[config.mk]
export PLATFORM = sky130hd
export DESIGN_NAME = binary_multiplication_sequencer
export DESIGN_NICKNAME = d
export VERILOG_FILES = /design/src/rtl/mult_pkg.sv /design/src/rtl/mult_step_adder.sv /design/src/rtl/binary_multiplication_sequencer.sv
export SDC_FILE = /design/constraint.sdc
export NUM_CORES = 1
export LEC_CHECK = 0
export ABC_AREA = 0
export CORE_MARGIN = 1
export CORE_UTILIZATION = 40
export CTS_CLUSTER_SIZE = 14
export DETAILED_ROUTE_END_ITERATION = 12
export PLACE_DENSITY = 0.71
export SYNTH_ARGS = -nofsm -noshare
export SYNTH_HDL_FRONTEND = slang
export SYNTH_HIERARCHICAL = 1
export SYNTH_SLANG_ARGS = --single-unit
[constraint.sdc]
create_clock -name clk -period 2.2 [get_ports clk]
set_input_delay 0.44 -clock clk [delete_from_list [all_inputs] [get_ports clk]]
set_output_delay 0.44 -clock clk [all_outputs]
set_load 0.01 [all_outputs]
[src/rtl/mult_pkg.sv]
// Shared definitions for the shift-and-add multiplication sequencer.
// Holds the controller state encoding and the default operand widths
// used by binary_multiplication_sequencer and mult_step_adder.
package mult_pkg;

  // Default multiplier width (also the number of add/shift steps)
  localparam int DEF_A_W = 3;
  // Default multiplicand width (also the adder width)
  localparam int DEF_B_W = 4;
  // Default product width
  localparam int DEF_P_W = DEF_A_W + DEF_B_W;

  // Controller states
  typedef enum logic [1:0] {
    IDLE = 2'd0,
    CALC = 2'd1,
    DONE = 2'd2
  } state_t;

endpackage

[src/rtl/mult_step_adder.sv]
// One combinational shift-and-add step.
// The accumulator holds {hi, low}, where hi is the B_W+1 bit partial sum
// (including its carry) and low holds the multiplier bits not yet consumed.
// The LSB of acc picks whether the multiplicand is added into hi, then the
// whole accumulator shifts right by one.
// Ports:
//   acc      in   P_W+1  current accumulator
//   b_reg    in   B_W    latched multiplicand
//   acc_next out  P_W+1  accumulator after the add and the shift
module mult_step_adder
  import mult_pkg::*;
#(
  parameter int  A_W = DEF_A_W,
  parameter int  B_W = DEF_B_W,
  localparam int P_W = A_W + B_W
) (
  input  logic [P_W:0]   acc,
  input  logic [B_W-1:0] b_reg,
  output logic [P_W:0]   acc_next
);

  logic [B_W:0] hi;

  // Conditional add into the upper half, then shift the full accumulator
  // right; the vacated MSB is always zero because hi never exceeds
  // 2^(B_W+1)-1 and its top bit is cleared by every shift.
  always_comb begin
    hi = acc[P_W:A_W];
    if (acc[0]) begin
      hi = acc[P_W:A_W] + {1'b0, b_reg};
    end
    acc_next = {1'b0, hi, acc[A_W-1:1]};
  end

endmodule

[src/rtl/binary_multiplication_sequencer.sv]
// Sequential unsigned A_W x B_W multiplier built from a single B_W-bit
// adder that is reused over A_W clock cycles.
// Handshake: start is taken only while ready; busy marks the add/shift
// cycles; done pulses for one cycle when p is freshly loaded. p then holds
// the product until the next operation finishes (or reset).
// Ports:
//   clk    in   1    rising-edge clock
//   rst    in   1    synchronous active-high reset
//   start  in   1    request, honoured only while ready=1
//   a      in   A_W  multiplier, captured on the accepting edge
//   b      in   B_W  multiplicand, captured on the accepting edge
//   ready  out  1    controller idle
//   busy   out  1    add/shift in progress
//   done   out  1    one-cycle completion pulse
//   p      out  P_W  product register
module binary_multiplication_sequencer
  import mult_pkg::*;
#(
  parameter int  A_W   = DEF_A_W,
  parameter int  B_W   = DEF_B_W,
  localparam int P_W   = A_W + B_W,
  localparam int CNT_W = $clog2(A_W + 1)
) (
  input  logic           clk,
  input  logic           rst,
  input  logic           start,
  input  logic [A_W-1:0] a,
  input  logic [B_W-1:0] b,
  output logic           ready,
  output logic           busy,
  output logic           done,
  output logic [P_W-1:0] p
);

  state_t           state_q, state_d;
  logic [P_W:0]     acc_q, acc_d;
  logic [B_W-1:0]   b_reg_q, b_reg_d;
  logic [CNT_W-1:0] cnt_q, cnt_d;
  logic [P_W-1:0]   p_q, p_d;
  logic [P_W:0]     acc_next;

  mult_step_adder #(
    .A_W(A_W),
    .B_W(B_W)
  ) u_step (
    .acc      (acc_q),
    .b_reg    (b_reg_q),
    .acc_next (acc_next)
  );

  // Next-state and datapath control. Every operation runs all A_W steps,
  // so a zero operand still takes the full latency. p is only written on
  // the edge that enters DONE, which keeps the previous product visible
  // throughout the following operation.
  always_comb begin
    state_d = state_q;
    acc_d   = acc_q;
    b_reg_d = b_reg_q;
    cnt_d   = cnt_q;
    p_d     = p_q;
    case (state_q)
      IDLE: begin
        if (start) begin
          b_reg_d = b;
          acc_d   = {{(B_W + 1){1'b0}}, a};
          cnt_d   = '0;
          state_d = CALC;
        end
      end
      CALC: begin
        acc_d = acc_next;
        cnt_d = cnt_q + CNT_W'(1);
        if (cnt_q == CNT_W'(A_W - 1)) begin
          p_d     = acc_next[P_W-1:0];
          state_d = DONE;
        end
      end
      DONE: begin
        state_d = IDLE;
      end
      default: begin
        state_d = IDLE;
      end
    endcase
  end

  // State and datapath registers; reset aborts any operation in flight
  // and clears the product.
  always_ff @(posedge clk) begin
    if (rst) begin
      state_q <= IDLE;
      acc_q   <= '0;
      b_reg_q <= '0;
      cnt_q   <= '0;
      p_q     <= '0;
    end else begin
      state_q <= state_d;
      acc_q   <= acc_d;
      b_reg_q <= b_reg_d;
      cnt_q   <= cnt_d;
      p_q     <= p_d;
    end
  end

  assign ready = (state_q == IDLE);
  assign busy  = (state_q == CALC);
  assign done  = (state_q == DONE);
  assign p     = p_q;

endmodule

* Yosys cells after proc, flatten, opt, wreduce, memory -nomap -nowiden
Cells that the tools add are included.
Operators by class: reductions and logical operators 6, equality and inequality tests 5, add/sub/neg operators 2, mux-type cells 8
Operator list (count):
- $pmux 8 s2 | 1
- $mux 8 | 1
- $pmux 2 s2 | 2
- $reduce_and 2->1 | 4
- $mux 2 | 3
- $add 5x4->5 | 1
- $mux 5 | 1
- $eq 2x2->1 const B | 2
- $add 2x1->2 const B | 1
- $eq 2x1->1 const B | 1
- $logic_not 2->1 | 1
- $ne 2x1->1 const B | 1
- $ne 2x2->1 const B | 1
- $reduce_bool 2->1 | 1
Word-level totals: word-level logic and storage cells 26, input port bits 10, register bits 23

* Longest topological paths before layout
Gate-level depths: netlist of the first run.
depth in word-level cells 3, gate-level depth with buffers 8, mapped depth without buffers 8

* Cells and area by module
The synthesis of the first run kept the hierarchy.
By module, submodules not included:
- binary_multiplication_sequencer | cells an instance 100, instances 1, area an instance 894.6 µm²
- mult_step_adder | cells an instance 32, instances 1, area an instance 241.5 µm²

* Worst setup path after synthesis of the first run
No wires, ideal clock.
path kind reg-to-reg, start register acc_q[3], end register acc_q[6], stages on the path, launching flop included 9, buffers on the path 0, required time 2130 ps, setup time 70 ps, setup slack 579 ps, data arrival time 1550 ps, cell sequence dfxtp_1 > ha_1 > inv_1 > fa_1 > nand2b_1 > a21oi_1 > xor2_1 > nand2_1 > a21oi_1
Between the ends: longest elaborated chain between the ends 3
Ends and longest elaborated chain:
- from (decl) | RTL line binary_multiplication_sequencer.sv:36 | logic [P_W:0] acc_q, acc_d;
- from (signal assigned) | RTL line binary_multiplication_sequencer.sv:92 | acc_q <= '0;
- from (signal assigned) | RTL line binary_multiplication_sequencer.sv:98 | acc_q <= acc_d;
- $add 5x4->5 | RTL line mult_step_adder.sv:30 | hi = acc[P_W:A_W] + {1'b0, b_reg};
- $mux 5 | RTL line mult_step_adder.sv:29 | if (acc[0]) begin
- via acc_next[6] | RTL line binary_multiplication_sequencer.sv:40 | logic [P_W:0] acc_next;
- $pmux 8 s2 | RTL line binary_multiplication_sequencer.sv:61 | case (state_q)
The timed path passes the listed nets, and every way through them passes these cells. A chain may end at the register's enable or synchronous reset.

* Worst setup path after layout of the first run
start register state_q[1], end output port busy
Between the ends: longest elaborated chain between the ends 1
Ends and longest elaborated chain:
- from (decl) | RTL line binary_multiplication_sequencer.sv:35 | state_t state_q, state_d;
- from (signal assigned) | RTL line binary_multiplication_sequencer.sv:97 | state_q <= state_d;
- $eq 2x1->1 | RTL line binary_multiplication_sequencer.sv:106 | assign busy = (state_q == CALC);
- to (decl) | RTL line binary_multiplication_sequencer.sv:30 | output logic busy,
No other way between the ends.

==> results of run 1 <==
[cell type report]
cell class / instances / area [sq um] / share of cell area (%)
clock buffer: 3 / 22.52 / 1.679
inverter: 5 / 18.77 / 1.399
clock inverter: 1 / 5.005 / 0.3731
multi-input combinational: 94 / 584.3 / 43.56
sequential: 23 / 460.4 / 34.33
tap: 30 / 37.54 / 2.798
timing repair buffer: 22 / 212.7 / 15.86
[cell families (layout without fill, tap and decap cells)]
family                     after synthesis  in the layout
and+or+nand+nor                         52             52
xor gates and xnor gates                 2              2
AOI/OAI and AO/OA                       23             23
muxes                                   10             10
adders and majority gates                6              6
DFF                                     23             23
other                                    1              1
buffers and inverters                   15             31
[synthesized netlist by cell type, drive strengths merged]
master | count | share of area [%]
a211oi | 3 | 2.0
a21oi | 16 | 7.0
and3b | 1 | 0.77
and4b | 1 | 0.88
buf | 7 | 5.4
clkbuf | 3 | 0.99
conb | 1 | 0.33
dfxtp | 23 | 41
fa | 1 | 1.8
ha | 5 | 5.5
inv | 5 | 1.7
mux2 | 3 | 3.0
mux2i | 7 | 6.2
nand2 | 22 | 7.3
nand2b | 3 | 1.7
nand3 | 6 | 2.6
nand3b | 1 | 0.66
nor2 | 13 | 4.3
nor2b | 2 | 1.1
nor3 | 1 | 0.44
o21a | 1 | 0.66
o21ai | 1 | 0.44
o21ba | 1 | 0.88
o32ai | 1 | 0.77
or3b | 1 | 0.99
or4 | 1 | 0.66
xnor2 | 1 | 0.77
xor2 | 1 | 0.77
[routing by layer]
layer / part of all wire (%) / track usage (%) / vias to the layer above / routed length, um
met5: 0 / 0 / - / 0
li1: - / - / 470 / -
met1: 47 / 20.35 / 446 / 1112
met3: 3.7 / 4.684 / 2 / 86
met2: 48 / 28.92 / 16 / 1137
met4: 0.64 / 5.714 / 0 / 15
[path summary, 6_finish.rpt]
path	start	to	slack, ps	cells after the start
worst max-delay path	state_q[1]$_SDFFE_PP0P_	busy	140	3
worst min-delay path	p[0]$_SDFFE_PP0P_	p[0]$_SDFFE_PP0P_	460	2
worst max register to register	acc_q[3]$_SDFFE_PP0P_	acc_q[6]$_SDFFE_PP0P_	370	8
worst min register to register	p[0]$_SDFFE_PP0P_	p[0]$_SDFFE_PP0P_	460	2
[flip-flops by register name, summed over array words and instances, names as in the netlist]
signal and cells:
cnt_q 2, p 7, acc_q 8, state_q 2, b_reg_q 4
[stage by stage]
step	hold slack, ps	cells	power (uW)	util, %
after floorplan	447.2	132	545.8	-
after global placement	445.2	174	573.4	50.72
after detailed placement	450.9	174	577.6	50.72
after CTS	468.9	178	772.8	51.79
after global routing	490.3	178	807.2	51.79
final	464.7	178	765.0	51.79
[critical path, stage by stage, from the launching register on]
cell and delay [ps]:
dfxtp_1 370, nand2b_1 170, inv_1 190, clkdlybuf4s50_1 580
[power by group through the flow]
stage               Combinational, uW  Clock, uW  Sequential (uW)
global route                      134        221              452
detailed placement                119          0              459
finish                            120        195              450
global placement                  116          0              457
CTS                               120        203              449
floorplan                        95.3          0              450
[cell usage in the layout (no fill, tap or decap), drive strengths merged, types with 3 or more instances in the layout]
cell / synthesis / layout
dfxtp: 23 / 23
nand2: 22 / 22
clkdlybuf4s50: 0 / 19
a21oi: 16 / 16
nor2: 13 / 13
mux2i: 7 / 7
nand3: 6 / 6
inv: 5 / 5
ha: 5 / 5
nand2b: 3 / 3
a211oi: 3 / 3
mux2: 3 / 3
clkbuf: 3 / 3
buf: 7 / 3
==> key figures, run 1 <==
Yosys
  • Synth Instances: 132
  • Multiplexer share of the synthesized area: 9.141%
  • Yosys warnings: 6
  • Simple-Gate Fraction of Synth Area: 21.37%
  • Average instance area after synthesis: 8.607 sq um
  • Yosys reg bits: 23
  • Post-synthesis sequential area ratio: 40.53%
  • Synth Area in Adders: 7.269%
  • Complex-gate fraction of the synthesized area: 11.78%
  • Largest family of logic cells by synthesized area: simple AND/OR/NAND/NOR gates
  • Synth Net Count: 148
  • Post-Synth XOR/XNOR Area: 1.542%
  • Post-Syn Area: 1136 sq um
  • Yosys cell types: 30

Timing
  • Final setup margin: 135.2 ps
  • Hold Violations, Final: 0
  • Setup TNS: 0 ps
  • Highest clock rate: 484.3 MHz
  • Layout Skew: 5.491 ps
  • Minimum clock period: 2065 ps
  • Tcrit/Tclk final: 93.86%
  • Setup violators final: 0
  • Final Slew Violations: 0
  • Unrepaired setup endpoints after global routing: false

Floorplan
  • Core region area: 2590 sq um
  • Boundary Pins: 20
  • Die area: 3058 sq um
  • Core Rows: 18
  • Die width: 55.30 um
  • Initial Utilization: 43.86%
  • Die Y: 55.30 um

Setup path
  • WP data required: 1760 ps
  • CP Class: reg2out
  • CP arrival: 1620 ps
  • Worst setup EP type: output port
  • Crit-path max FO: 7
  • Critical Path Source Type: register

Route
  • Initial DRC Count: 5
  • Drt pass-1 iters: 4
  • Vias: 934
  • Antenna Violating Nets Remaining: 0
  • Via density: 5.247
  • Drt total wl: 2352 um
  • Residual DRC count: 0
  • Routed WL per cell: 13.21 um

Clock tree
  • Clock sink total: 23
  • Num CTS Buffers: 3
  • Post-CTS resize count: 0
  • Postcts setup bufs: 0
  • Hold_buf cts: 0
  • Root buf cell: clkbuf_4
  • Worst-skew pair later-pin latency: 310 ps
  • CTS clk-pin slew, worst paths: 130 ps
  • Clock Path Buffers: 2
  • CTS H-Tree Depth: 1
  • CTS tree: yes

Power and ir drop
  • Clock share of power: 25.5%
  • Comb power frac: 15.7%
  • Leakage power: 0.0005206 uW
  • Pwr dens: 570.4 nW/um^2
  • Peak VDD IR: 468.6 uV
  • Switching part of the total: 26.47%
  • P_int: 562.6 uW
  • Seq pwr share: 58.8%
  • P_sw: 202.5 uW

Global route
  • Vias in the first global route: 930
  • Global route overflow: 0
  • First-pass GRT wire length: 4167 um
  • All-Layer GR Usage: 16.92%
  • Antenna violations before repair: 0
  • Largest net degree at the start of global routing: 24

Outcome
  • Status: finished, final reports clean

Placed design
  • HPWL after DPL: 1682 um
  • Post-placement worst setup slack: 378.9 ps
  • IO buf count: 19
  • Placed Area: 1314 sq um
  • Final GP Congestion: 0.7970

Job
  • Max cap viols: 0

Final layout
  • # fillers: 262
  • Share of cells above drive strength 1: 8.108%
  • Layout area overhead: 18.06%
  • Diode count: 0
  • # nets final: 165
  • Final instance area: 1341 sq um

Min path
  • Hold crit path type: reg2reg
(Power assumes the default switching activity.)
==> inputs of run 2 (changes only) <==
--- a/config.mk
+++ b/config.mk
@@ -5,7 +5,7 @@
 export SDC_FILE = /design/constraint.sdc
 export NUM_CORES = 1
 export LEC_CHECK = 0
-export ABC_AREA = 0
+export ABC_AREA = 1
 export CORE_MARGIN = 1
 export CORE_UTILIZATION = 40
 export CTS_CLUSTER_SIZE = 14
==> key figures, run 2 <==
Setup path
  • Worst setup EP type: output port
  • CP arrival: 1680 ps
  • Critical Path Source Type: register
  • CP Class: reg2out
  • Crit-path max FO: 9
  • WP data required: 1760 ps
  • Reg2reg setup slack: 430 ps

Power and ir drop
  • Seq pwr share: 58.1%
  • Switching part of the total: 28.29%
  • Clock share of power: 25.6%
  • Comb power frac: 16.3%
  • P_int: 559.1 uW
  • Pwr dens: 548.5 nW/um^2
  • P_sw: 220.5 uW
  • Leakage power: 0.0006525 uW
  • Peak VDD IR: 293.0 uV

Yosys
  • Post-synthesis sequential area ratio: 37.74%
  • Yosys reg bits: 23
  • Top_reg_cell synth: dfxtp_1
  • Cell with the most instances after synthesis: nand2_1
  • Async set-or-reset flop fraction in the synthesized netlist: 0%
  • Yosys warnings: 6
  • Synth Instances: 163
  • Yosys top cell by area: dfxtp_1
  • Yosys cell types: 23
  • Number of synthesized flops with an enable pin: 0
  • Synth Net Count: 179
  • Synth top cells by count: nand2_1 (48), dfxtp_1 (23), nor2_1 (19), nand3_1 (15), inv_1 (12)
  • Synth top area cells: dfxtp_1 (38%), nand2_1 (15%), nand3_1 (6.2%), nor2_1 (5.8%), ha_1 (5.1%)
  • Average instance area after synthesis: 7.484 sq um
  • Synth top area share: 37.74%
  • Post-Syn Area: 1220 sq um

Final layout
  • # nets final: 197
  • Diode count: 0
  • Max reg flops: 8
  • Cell Count, Final, Fillers Out: 211
  • # fillers: 271
  • Reg with most FFs: acc_q
  • Util after Layout: 50.24%
  • Commonest non-fill, non-tap cell in the layout: nand2_1
  • Share of cells above drive strength 1: 13.33%
  • Commonest cells after routing, fill and taps aside: nand2_1 (48), dfxtp_1 (23), nor2_1 (19), clkdlybuf4s50_1 (19), nand3_1 (15)
  • Layout area overhead: 16.51%

Floorplan
  • Initial Utilization: 43.12%
  • Die width: 57.23 um
  • Core region area: 2829 sq um
  • Die Y: 57.23 um
  • Die area: 3275 sq um
  • Core Rows: 19
  • Boundary Pins: 20

Clock tree
  • CTS tree: yes
  • Worst-skew pair later-pin latency: 310 ps
  • CTS clk-pin slew, worst paths: 130 ps
  • Hold_buf cts: 0
  • Clock sink total: 23
  • Num CTS Buffers: 3
  • Post-CTS resize count: 0
  • CTS H-Tree Depth: 1
  • Clock Path Buffers: 2
  • Root buf cell: clkbuf_4
  • Postcts setup bufs: 0

Global route
  • Vias in the first global route: 969
  • Largest net degree at the start of global routing: 17
  • Global route overflow: 0
  • All-Layer GR Usage: 16.75%
  • Antenna violations before repair: 0
  • First-pass GRT wire length: 4215 um

Timing
  • Minimum clock period: 2123 ps
  • Layout Skew: 7.116 ps
  • Unrepaired setup endpoints after global routing: false
  • Highest clock rate: 470.9 MHz
  • Tcrit/Tclk final: 96.52%
  • Final Slew Violations: 0
  • Setup violators final: 0
  • Hold Violations, Final: 0
  • Setup TNS: 0 ps

Placed design
  • Placed cells: 207
  • HPWL after DPL: 1957 um
  • Final GP Congestion: 0.8186
  • IO buf count: 19

Route
  • Routed WL per cell: 12.10 um
  • Antenna Violating Nets Remaining: 0
  • Via density: 4.943
  • Drt total wl: 2554 um
  • Residual DRC count: 2
  • Vias: 1,043
  • Initial DRC Count: 37
  • Drt pass-1 iters: 9

Min path
  • Hold crit path type: reg2reg

Job
  • Max cap viols: 0

Outcome
  • Failing checks: design-rule violations
  • Status: finished with violations
run 2: cell types whose count changed after synthesis, moves of 6 or more:
cell	change
inv_1	+7
nand2_1	+26
a21oi_2	+6
o21ai_0	+6
nand3_1	+9
mux2i_1	-7
a21oi_1	-13
nand2_2	+6
nor2_1	+6
run 2: critical path, stage by stage, from the launching register on:
cell and delay [ps]:
dfxtp_1 540, inv_2 110, nor2_8 160, clkdlybuf4s50_1 560
run 2: logic make-up (layout without fill, tap and decap cells):
family / Yosys count / after routing / share of synthesized area (%)
AOI/OAI and AO/OA: 18 / 18 / 10.36
and+or+nand+nor: 92 / 92 / 34.67
DFF: 23 / 23 / 37.74
buffers and inverters: 23 / 40 / 10.15
adders and majority gates: 6 / 6 / 6.769
other: 1 / 1 / 0.3074
run 2: layout make-up:
| cell class | count | area, sq um | share of cell area (%) |
|---|---|---|---|
| Inverter | 16 | 62.56 | 4.401 |
| Sequential cell | 23 | 460.4 | 32.39 |
| Tap cell | 31 | 38.79 | 2.729 |
| Multi-Input combinational cell | 117 | 635.6 | 44.72 |
| Clock buffer | 4 | 26.28 | 1.849 |
| Timing Repair Buffer | 20 | 197.7 | 13.91 |
run 2: final timing paths:
kind | from | to | cells after the start
worst min register to register | p[3]$_SDFFE_PP0P_ | p[3]$_SDFFE_PP0P_ | 2
worst min-delay path | p[3]$_SDFFE_PP0P_ | p[3]$_SDFFE_PP0P_ | 2
worst max register to register | acc_q[3]$_SDFFE_PP0P_ | acc_q[6]$_SDFFE_PP0P_ | 10
worst max-delay path | state_q[0]$_SDFFE_PP0P_ | busy | 3
run 2: power groups by stage:
stage                     Clock [uW]  Sequential, uW  Combinational (uW)
after CTS                        199             453                 128
after floorplan                    0             454                 104
after global routing             214             457                 142
after detailed placement           0             463                 127
after global placement             0             461                 123
final                            200             453                 127
run 2: stage by stage:
stage          hold WS (ps)  total power (uW)  worst slack, ps  instance area [sq um]
2_1_floorplan         447.4             558.1            699.4                   1220
3_3_place_gp          459.8             584.1            468.1                   1395
5_1_grt               500.0             812.6            11.76                   1421
4_1_cts               488.2             780.4            71.32                   1421
6_report              479.9             779.6            76.58                   1421
3_5_place_dp          468.6             590.0            442.4                   1395
run 2: metal layers:
metal  global-route usage, %  up-vias  share of wire (%)
li1                        -      541                  -
met1                   21.86      475                 46
met2                   28.40       22                 49
met3                   2.041        5                3.4
met4                   6.272        0                1.4
met5                       0        -                  0
==> inputs of run 3 (changes only) <==
--- a/config.mk
+++ b/config.mk
@@ -11,6 +11,7 @@
 export CTS_CLUSTER_SIZE = 14
 export DETAILED_ROUTE_END_ITERATION = 12
 export PLACE_DENSITY = 0.71
+export SLEW_MARGIN = 40
 export SYNTH_ARGS = -nofsm -noshare
 export SYNTH_HDL_FRONTEND = slang
 export SYNTH_HIERARCHICAL = 1
==> results of run 3 <==
No change in the layout: final DEF, timing and power equal those of run 2.
